===== src/rtl/nac_mem_arbiter.sv =====
// nac_mem_arbiter
//   Round-robin arbiter that lets NUM_REQ requesters share one burst master.
//   Only one burst is outstanding at a time. Each burst runs IDLE -> ISSUE -> WAIT -> DONE.
//
// Ports
//   M_AXI_ACLK, M_AXI_ARESET      : clock and asynchronous active-high reset
//   req_valid/we/addr/len         : per-requester command; held until req_gnt
//   req_wdata/req_wvalid          : per-requester write stream
//   req_gnt                       : one-cycle pulse in the cycle the command is captured
//   req_wready/rvalid/rlast       : per-requester handshakes, routed to the owner only
//   req_rdata                     : read data, broadcast to every requester
//   req_done/req_error            : completion pulse and per-requester error status
//   sys_req/addr/len/we           : start pulse and registered command to the master
//   sys_wdata/wvalid/wready       : owner write stream to and from the master
//   sys_grant/valid/last/rdata/error : master status and read data
module nac_mem_arbiter #(
  parameter int NUM_REQ = 3
) (
  input  logic                   M_AXI_ACLK,
  input  logic                   M_AXI_ARESET,
  input  logic [NUM_REQ-1:0]     req_valid,
  input  logic [NUM_REQ-1:0]     req_we,
  input  logic [NUM_REQ*32-1:0]  req_addr,
  input  logic [NUM_REQ*8-1:0]   req_len,
  input  logic [NUM_REQ*32-1:0]  req_wdata,
  input  logic [NUM_REQ-1:0]     req_wvalid,
  output logic [NUM_REQ-1:0]     req_gnt,
  output logic [NUM_REQ-1:0]     req_wready,
  output logic [NUM_REQ-1:0]     req_rvalid,
  output logic [NUM_REQ-1:0]     req_rlast,
  output logic [31:0]            req_rdata,
  output logic [NUM_REQ-1:0]     req_done,
  output logic [NUM_REQ-1:0]     req_error,
  output logic                   sys_req,
  output logic [31:0]            sys_addr,
  output logic [7:0]             sys_len,
  output logic                   sys_we,
  output logic [31:0]            sys_wdata,
  output logic                   sys_wvalid,
  input  logic                   sys_wready,
  input  logic                   sys_grant,
  input  logic                   sys_valid,
  input  logic                   sys_last,
  input  logic [31:0]            sys_rdata,
  input  logic                   sys_error
);

  localparam int IW = (NUM_REQ > 1) ? $clog2(NUM_REQ) : 1;

  typedef enum logic [1:0] {S_IDLE, S_ISSUE, S_WAIT, S_DONE} state_t;

  state_t        state, state_nx;
  logic [IW-1:0] owner, last_winner, win_idx;
  logic          win_found;
  logic          cmpl;
  logic          wr_act, rd_act;

  logic [31:0] addr_a  [NUM_REQ];
  logic [7:0]  len_a   [NUM_REQ];
  logic [31:0] wdata_a [NUM_REQ];

  for (genvar g = 0; g < NUM_REQ; g++) begin : g_slice
    assign addr_a[g]  = req_addr[32*g +: 32];
    assign len_a[g]   = req_len[8*g +: 8];
    assign wdata_a[g] = req_wdata[32*g +: 32];
  end

  function automatic logic [NUM_REQ-1:0] onehot(input logic [IW-1:0] i);
    onehot    = '0;
    onehot[i] = 1'b1;
  endfunction

  // Round-robin search. It starts one past the last winner, so a requester
  // that just finished has the lowest priority on its next request.
  always_comb begin
    int            cand;
    logic [IW-1:0] cand_i;
    win_found = 1'b0;
    win_idx   = '0;
    cand      = 0;
    cand_i    = '0;
    for (int k = 0; k < NUM_REQ; k++) begin
      cand   = (int'(last_winner) + 1 + k) % NUM_REQ;
      cand_i = IW'(cand);
      if (!win_found && req_valid[cand_i]) begin
        win_found = 1'b1;
        win_idx   = cand_i;
      end
    end
  end

  // A write completes on sys_grant. A read completes on its last beat.
  // On a read, sys_grant only means the address was accepted.
  assign cmpl = sys_we ? sys_grant : (sys_valid & sys_last);

  always_comb begin
    state_nx = state;
    case (state)
      S_IDLE:  if (win_found) state_nx = S_ISSUE;
      S_ISSUE: state_nx = S_WAIT;
      S_WAIT:  if (cmpl) state_nx = S_DONE;
      S_DONE:  state_nx = S_IDLE;
      default: state_nx = S_IDLE;
    endcase
  end

  always_ff @(posedge M_AXI_ACLK or posedge M_AXI_ARESET) begin
    if (M_AXI_ARESET) begin
      state       <= S_IDLE;
      owner       <= '0;
      last_winner <= IW'(NUM_REQ - 1);
      sys_addr    <= '0;
      sys_len     <= '0;
      sys_we      <= 1'b0;
      req_done    <= '0;
      req_error   <= '0;
    end else begin
      state    <= state_nx;
      req_done <= '0;
      case (state)
        S_IDLE: if (win_found) begin
          owner    <= win_idx;
          sys_addr <= addr_a[win_idx];
          sys_len  <= len_a[win_idx];
          sys_we   <= req_we[win_idx];
        end
        S_WAIT: if (cmpl) req_error[owner] <= sys_error;
        S_DONE: begin
          req_done    <= onehot(owner);
          last_winner <= owner;
        end
        default: ;
      endcase
    end
  end

  // The grant is combinational in the capture cycle. It is masked during
  // reset because state is already IDLE while reset is asserted.
  assign req_gnt = (state == S_IDLE && win_found && !M_AXI_ARESET) ? onehot(win_idx) : '0;
  assign sys_req = (state == S_ISSUE);

  assign wr_act = ((state == S_ISSUE) || (state == S_WAIT)) && sys_we;
  assign rd_act = (state == S_WAIT) && !sys_we;

  assign sys_wdata  = wr_act ? wdata_a[owner] : '0;
  assign sys_wvalid = wr_act && req_wvalid[owner];
  assign req_wready = (wr_act && sys_wready) ? onehot(owner) : '0;

  assign req_rdata  = sys_rdata;
  assign req_rvalid = (rd_act && sys_valid) ? onehot(owner) : '0;
  assign req_rlast  = (rd_act && sys_last)  ? onehot(owner) : '0;

endmodule


===== config.mk =====
export PLATFORM = sky130hd
export DESIGN_NAME = nac_mem_arbiter
export DESIGN_NICKNAME = d
export VERILOG_FILES = /design/src/rtl/nac_mem_arbiter.sv
export SDC_FILE = /design/constraint.sdc
export NUM_CORES = 1
export LEC_CHECK = 0
export ABC_CLOCK_PERIOD_IN_PS = 3600
export CAP_MARGIN = 40
export CELL_PAD_IN_SITES_DETAIL_PLACEMENT = 0
export CELL_PAD_IN_SITES_GLOBAL_PLACEMENT = 1
export CORE_AREA = 2 2 150 152
export CTS_BUF_LIST = sky130_fd_sc_hd__clkbuf_16
export DETAILED_ROUTE_END_ITERATION = 10
export DIE_AREA = 0 0 152 154
export PLACE_DENSITY = 0.78
export SYNTH_ARGS = -nofsm -noshare
export SYNTH_HDL_FRONTEND = slang
export SYNTH_SLANG_ARGS = --single-unit
export TNS_END_PERCENT = 30

===== constraint.sdc =====
create_clock -name M_AXI_ACLK -period 3.6 [get_ports M_AXI_ACLK]
set_clock_uncertainty 0.05 [all_clocks]
set_input_delay 0.54 -clock M_AXI_ACLK [delete_from_list [all_inputs] [get_ports M_AXI_ACLK]]
set_output_delay 0.54 -clock M_AXI_ACLK [all_outputs]
set_load 0.02 [all_outputs]

# After elaboration in Yosys (flattened, before gate mapping)
# Index checks and enable logic that the tools add are counted.
classes:
  n_addsub: 3
  div_mod_pow: 3
  order_cmp: 9
  n_eq_ne: 5
  n_mux: 40
  bitwise_logic: 3
  reduce_logical: 21
ops:
  columns: ["op", "n"]
  rows:
  - ["$mux W32", 5]
  - ["$bmux W32 S2", 2]
  - ["$mod A32 B3 Y32 const B", 3]
  - ["$add A32 B2 Y32 const B", 1]
  - ["$bmux W8 S2", 1]
  - ["$mux W8", 2]
  - ["$lt A2 B3 Y1 const B", 5]
  - ["$mux W3", 5]
  - ["$logic_and A1 B1 Y1", 12]
  - ["$mux W1", 11]
  - ["$bmux W1 S2", 5]
  - ["$mux W2", 5]
  - ["$pmux W2 S4", 1]
  - ["$ge A3 B3 Y1 const B", 2]
  - ["$not A2 Y3", 2]
  - ["$reduce_and A2 Y1", 3]
  - ["$add A3 B2 Y4 const B", 1]
  - ["$demux W1 S2", 2]
  - ["$eq A2 B2 Y1 const B", 2]
  - ["$ge A2 B1 Y1 const B", 2]
  - ["$logic_not A1 Y1", 4]
  - ["$ne A2 B2 Y1 const B", 2]
  - ["$add A2 B1 Y3 const B", 1]
  - ["$bwmux W3", 1]
  - ["other kinds (4)", 4]
totals:
  ff_bits: 53
  out_inout_bits: 125

# Depth between registers and ports, before layout
depth:
  ltp_word: 16
  mapped_depth: 10
  ltp_nobuf: 8

# Least setup slack after synthesis
# No wires, ideal clock.
synth_timing:
  path_type: "input to output"
  from: "input port M_AXI_ARESET"
  to: "output port req_gnt[0]"
  arrival_time_ns: 2.229
  setup_slack_ns: 0.781
  stages: 3
  path_cell_list: "inv_1 -> nand3_1 -> nor2_1"
synth_via:
  elab_chain_cells: 3
synth_rtl:
  columns: ["item", "line", "rtl"]
  rows:
  - ["start, declared", "20", "input logic M_AXI_ARESET,"]
  - ["$logic_not A1 Y1", "139", "assign req_gnt = (state == S_IDLE && win_found && !M_AXI_ARESET) ? onehot(win_idx) : '0;"]
  - ["$logic_and A1 B1 Y1", "139", null]
  - ["$mux W3", "139", null]
  - ["end, declared", "27", "output logic [NUM_REQ-1:0] req_gnt,"]
# Every way passes these cells.

# Final worst setup path
layout_timing:
  from: "register last_winner[1]"
  to: "output port req_gnt[2]"
layout_via:
  elab_chain_cells: 16
  elab_cells_between_ends: 30
  cone_classes: "add/sub: 3; div: 3; order compare: 2; mux: 15; reduce/logical: 7"
layout_rtl:
  columns: ["item", "line", "rtl"]
  rows:
  - ["start, declared", "53", "logic [IW-1:0] owner, last_winner, win_idx;"]
  - ["start signal, assigned", "111", "last_winner <= IW'(NUM_REQ - 1);"]
  - ["start signal, assigned", "130", "last_winner <= owner;"]
  - ["$add A2 B1 Y3 *", "83", "cand = (int'(last_winner) + 1 + k) % NUM_REQ;"]
  - ["parallel branches: the longest is 14 deep, another holds $add A32 B2 Y32", null, null]
  - ["$mux W3 *", "139", null]
# Every way passes the cells marked *. The select of a mux whose other input is x is not followed.

==> summary.md <==
| Metric | Value |
|---|---|
| Hold endpoint | `req_error[1]` |
| Setup_tns | `0 ns` |
| Worst r2r dst | `sys_len[7]` |
| Avg Inst Size Synth | `8.67 um^2` |
| Grt total ovfl | `0` |
| Synth top area cells | `dfrtp_1 (32%), mux2i_1 (19%), a22oi_1 (7.9%), nor2_1 (6.9%), buf_4 (6.7%)` |
| Die footprint | `between 20,000 and 25,000 um^2` |
| Crit path time final | `3.47 ns` |
| Detail Route Antenna Nets | `0` |
| Nets@finish | `1,017` |
| Post-Synthesis Cells | `463` |
| Clk Tree Root Cell | `clkbuf_16` |
| Die Y | `154 um` |
| Path type of the worst min-delay path | `reg -> reg` |
| Routed vias | `between 4,000 and 5,000` |
| Register area share after synthesis | `0.331` |
| Top cell type's share of synthesized area | `0.324` |
| FF-to-FF path depth | `9` |
| Global-route wire length before repair | `27,100 um` |
| Largest net degree at the start of global routing | `54` |
| Max-slew headroom | `0.507` |
| CP Buf/Inv Count | `1` |
| CP cell instances | `ha_1, mux2i_1, o21ai_2, o31a_1, nor3_1, clkdlybuf4s50_1` |
| Worst r2r src | `last_winner[1]` |
| Global Route Usage Sum | `0.144` |
| GPL Wtd Cong | `0.772` |
| Layout cell share with drive strength beyond 1 | `0.0497` |
| Most frequent cell after synthesis | `mux2i_1` |
| CORE AREA | `~22,000 um^2` |
| Synth warn | `0` |
| FMAX | `about 0.29 GHz` |
| Clk buf depth | `2` |
| Worst setup SP type | `register` |
| RSZ-0062 raised after global routing | `false` |
| Final Max Slew Viols | `0` |
| Post-Route Utilization | `0.348` |
| Pwr dens | `765 nW/um^2` |
| Synth Flop Type | `dfrtp_1` |
| Routed vias/inst | `4.32` |
| Peak VDD IR | `0.000328 V` |
| Inserted Diodes | `0` |
| CTS tree | `done` |
| Worst-margin pin slew | `0.740 ns` |
| Drt drc | `0` |
| Drt pass-1 iters | `4` |
| Cell row count | `54` |
| Reg2Reg Setup Slack | `~0.7 ns` |
| Post-synthesis instance area | `~4000 um^2` |
| Initial DRC Count | `168` |
| Slowest-stage cell, CP | `clkdlybuf4s50_1` |
| Crit Path Class | `reg -> out` |
| Critical Path End Type | `output port` |
| Crit path max fanout | `5` |
| Hold buffer count at CTS | `0` |
| Hold path depth | `1` |
| Min-delay src | `req_error[1]` |
| CTS Buf Count | `5` |
| H-tree levels | `2` |
| Post_cts resized | `0` |
| Critical Path RT | `3.01 ns` |
| # port buffers | `324` |
| Cell accounting for the most synthesized area | `dfrtp_1` |
| Worst Path Arrival | `2.88 ns` |
| Mapped Nets | `736` |
| Top Family by Delay on Critical Path | `buffers and inverters` |
| CP peak stage delay | `0.68 ns` |
| Vias in the first global route | `4,653` |
| Final Hold Viols | `0` |
| Yosys reg bits | `53` |
| Wire per inst | `16.9 um` |
| Yosys cell types | `37` |
| Ys async rst share | `1.00` |
| Status | `completed` |
| Final setup violation count | `0` |
| Area Growth Syn to Fin | `87.7%` |
| CTS Sinks | `53` |
| Clk pin slew, worst setup/hold paths | `0.08 ns` |
| Post-synth EDFFs | `0` |
| DP Wirelength | `13,500 um` |
| Worst skew pair latency | `about 0.30 ns` |
| Io pins | `389` |
| Initial core utilization | `0.185` |
| Initial antenna violation count | `0` |
| Synth cell count leaders | `mux2i_1 (77), nor2_1 (74), dfrtp_1 (52)` |
| Maxcap violations | `0` |
| Total Wirelength | `17,300 um` |
| Pleak | `3.03 nW` |
| Tcrit/Tclk final | `0.965` |
| Die X | `152 um` |
[logic make-up (layout without fill, tap and decap cells)]
family                   after synthesis  after routing  synth area share
AND/OR/NAND/NOR                      111            111             0.122
multiplexers                          81             81             0.203
adder cells (fa/ha/maj)                9              9            0.0280
buffers and inverters                 72            353             0.104
flip-flops                            53             53             0.331
AO/OA/AOI/OAI                        137            137             0.212
[routing by layer]
metal	global-route usage	routed length, um	vias up
met5	0	0	-
met4	0.0369	348	0
met3	0.0338	775	26
met2	0.255	8940	132
met1	0.176	7260	2091
li1	-	-	2173
[area by class of cell]
type / instances / area [um^2]
flip-flops and latches: 53 / 1330
multi-input cells: 338 / 2280
clock buffers: 5 / 125
clock inverters: 2 / 35.0
fillers: 2235 / 14200
inverters: 7 / 26.3
well taps: 280 / 350
repair buffers: 339 / 3390
[how the worst max path moves through the flow]
| stage | slack, ns | startpoint | depth (start not counted) | to |
|---|---|---|---|---|
| after floorplan | 0.78 | M_AXI_ARESET | 3 | req_gnt[0] |
| after detailed placement | 0.27 | req_valid[1] | 7 | req_gnt[0] |
| final | 0.13 | last_winner[1] | 6 | req_gnt[2] |
| after CTS | 0.10 | last_winner[1] | 6 | req_gnt[2] |
| after global routing | 0.006 | last_winner[1] | 6 | req_gnt[2] |
| after global placement | 0.29 | req_valid[1] | 7 | req_gnt[1] |
[placed cells by master (no fill, tap or decap), drive strengths merged, types with 2 or more instances in the layout]
master,n
clkdlybuf4s50,324
mux2i,77
nor2,75
dfrtp,52
o21ai,50
a22oi,42
a21oi,36
buf,15
ha,9
nand2,8
inv,7
and3,6
nand2b,5
clkbuf,5
mux2,4
nor2b,4
nand3b,3
nor3,3
and2,3
o211ai,2
nand3,2
[timing repair]
action                                 CTS  global route
buffers inserted                         0             1
setup endpoints to repair                0             2
endpoints found under the hold margin    0             0
[power breakdown]
group	leakage [nW]	switching, mW	total, mW	internal [mW]
sequential	0.658	0.164	1.05	0.890
clock	0.0797	0.231	0.554	0.324
combinational	2.29	2.23	4.16	1.92
total	3.03	2.63	5.76	3.14
[flip-flops by register name, indices dropped and copies added, names as in the netlist]
register,flops
sys_len,8
last_winner,2
state,2
owner,2
req_error,3
sys_addr,32
sys_we,1
req_done,3
[metrics by stage]
| step | std cells | setup WS, ns | power, mW | hold WS, ns | instance area (um^2) |
|---|---|---|---|---|---|
| after global routing | 1024 | 0.00597 | 6.22 | 0.492 | 7540 |
| after detailed placement | 1016 | 0.272 | 5.26 | 0.447 | 7370 |
| after CTS | 1023 | 0.101 | 5.85 | 0.462 | 7530 |
| final | 1024 | 0.126 | 5.76 | 0.456 | 7540 |
| after global placement | 1015 | 0.294 | 5.22 | 0.442 | 7350 |
| after floorplan | 463 | 0.781 | 3.63 | 0.457 | 4020 |
Power figures use the tool's default switching activity.
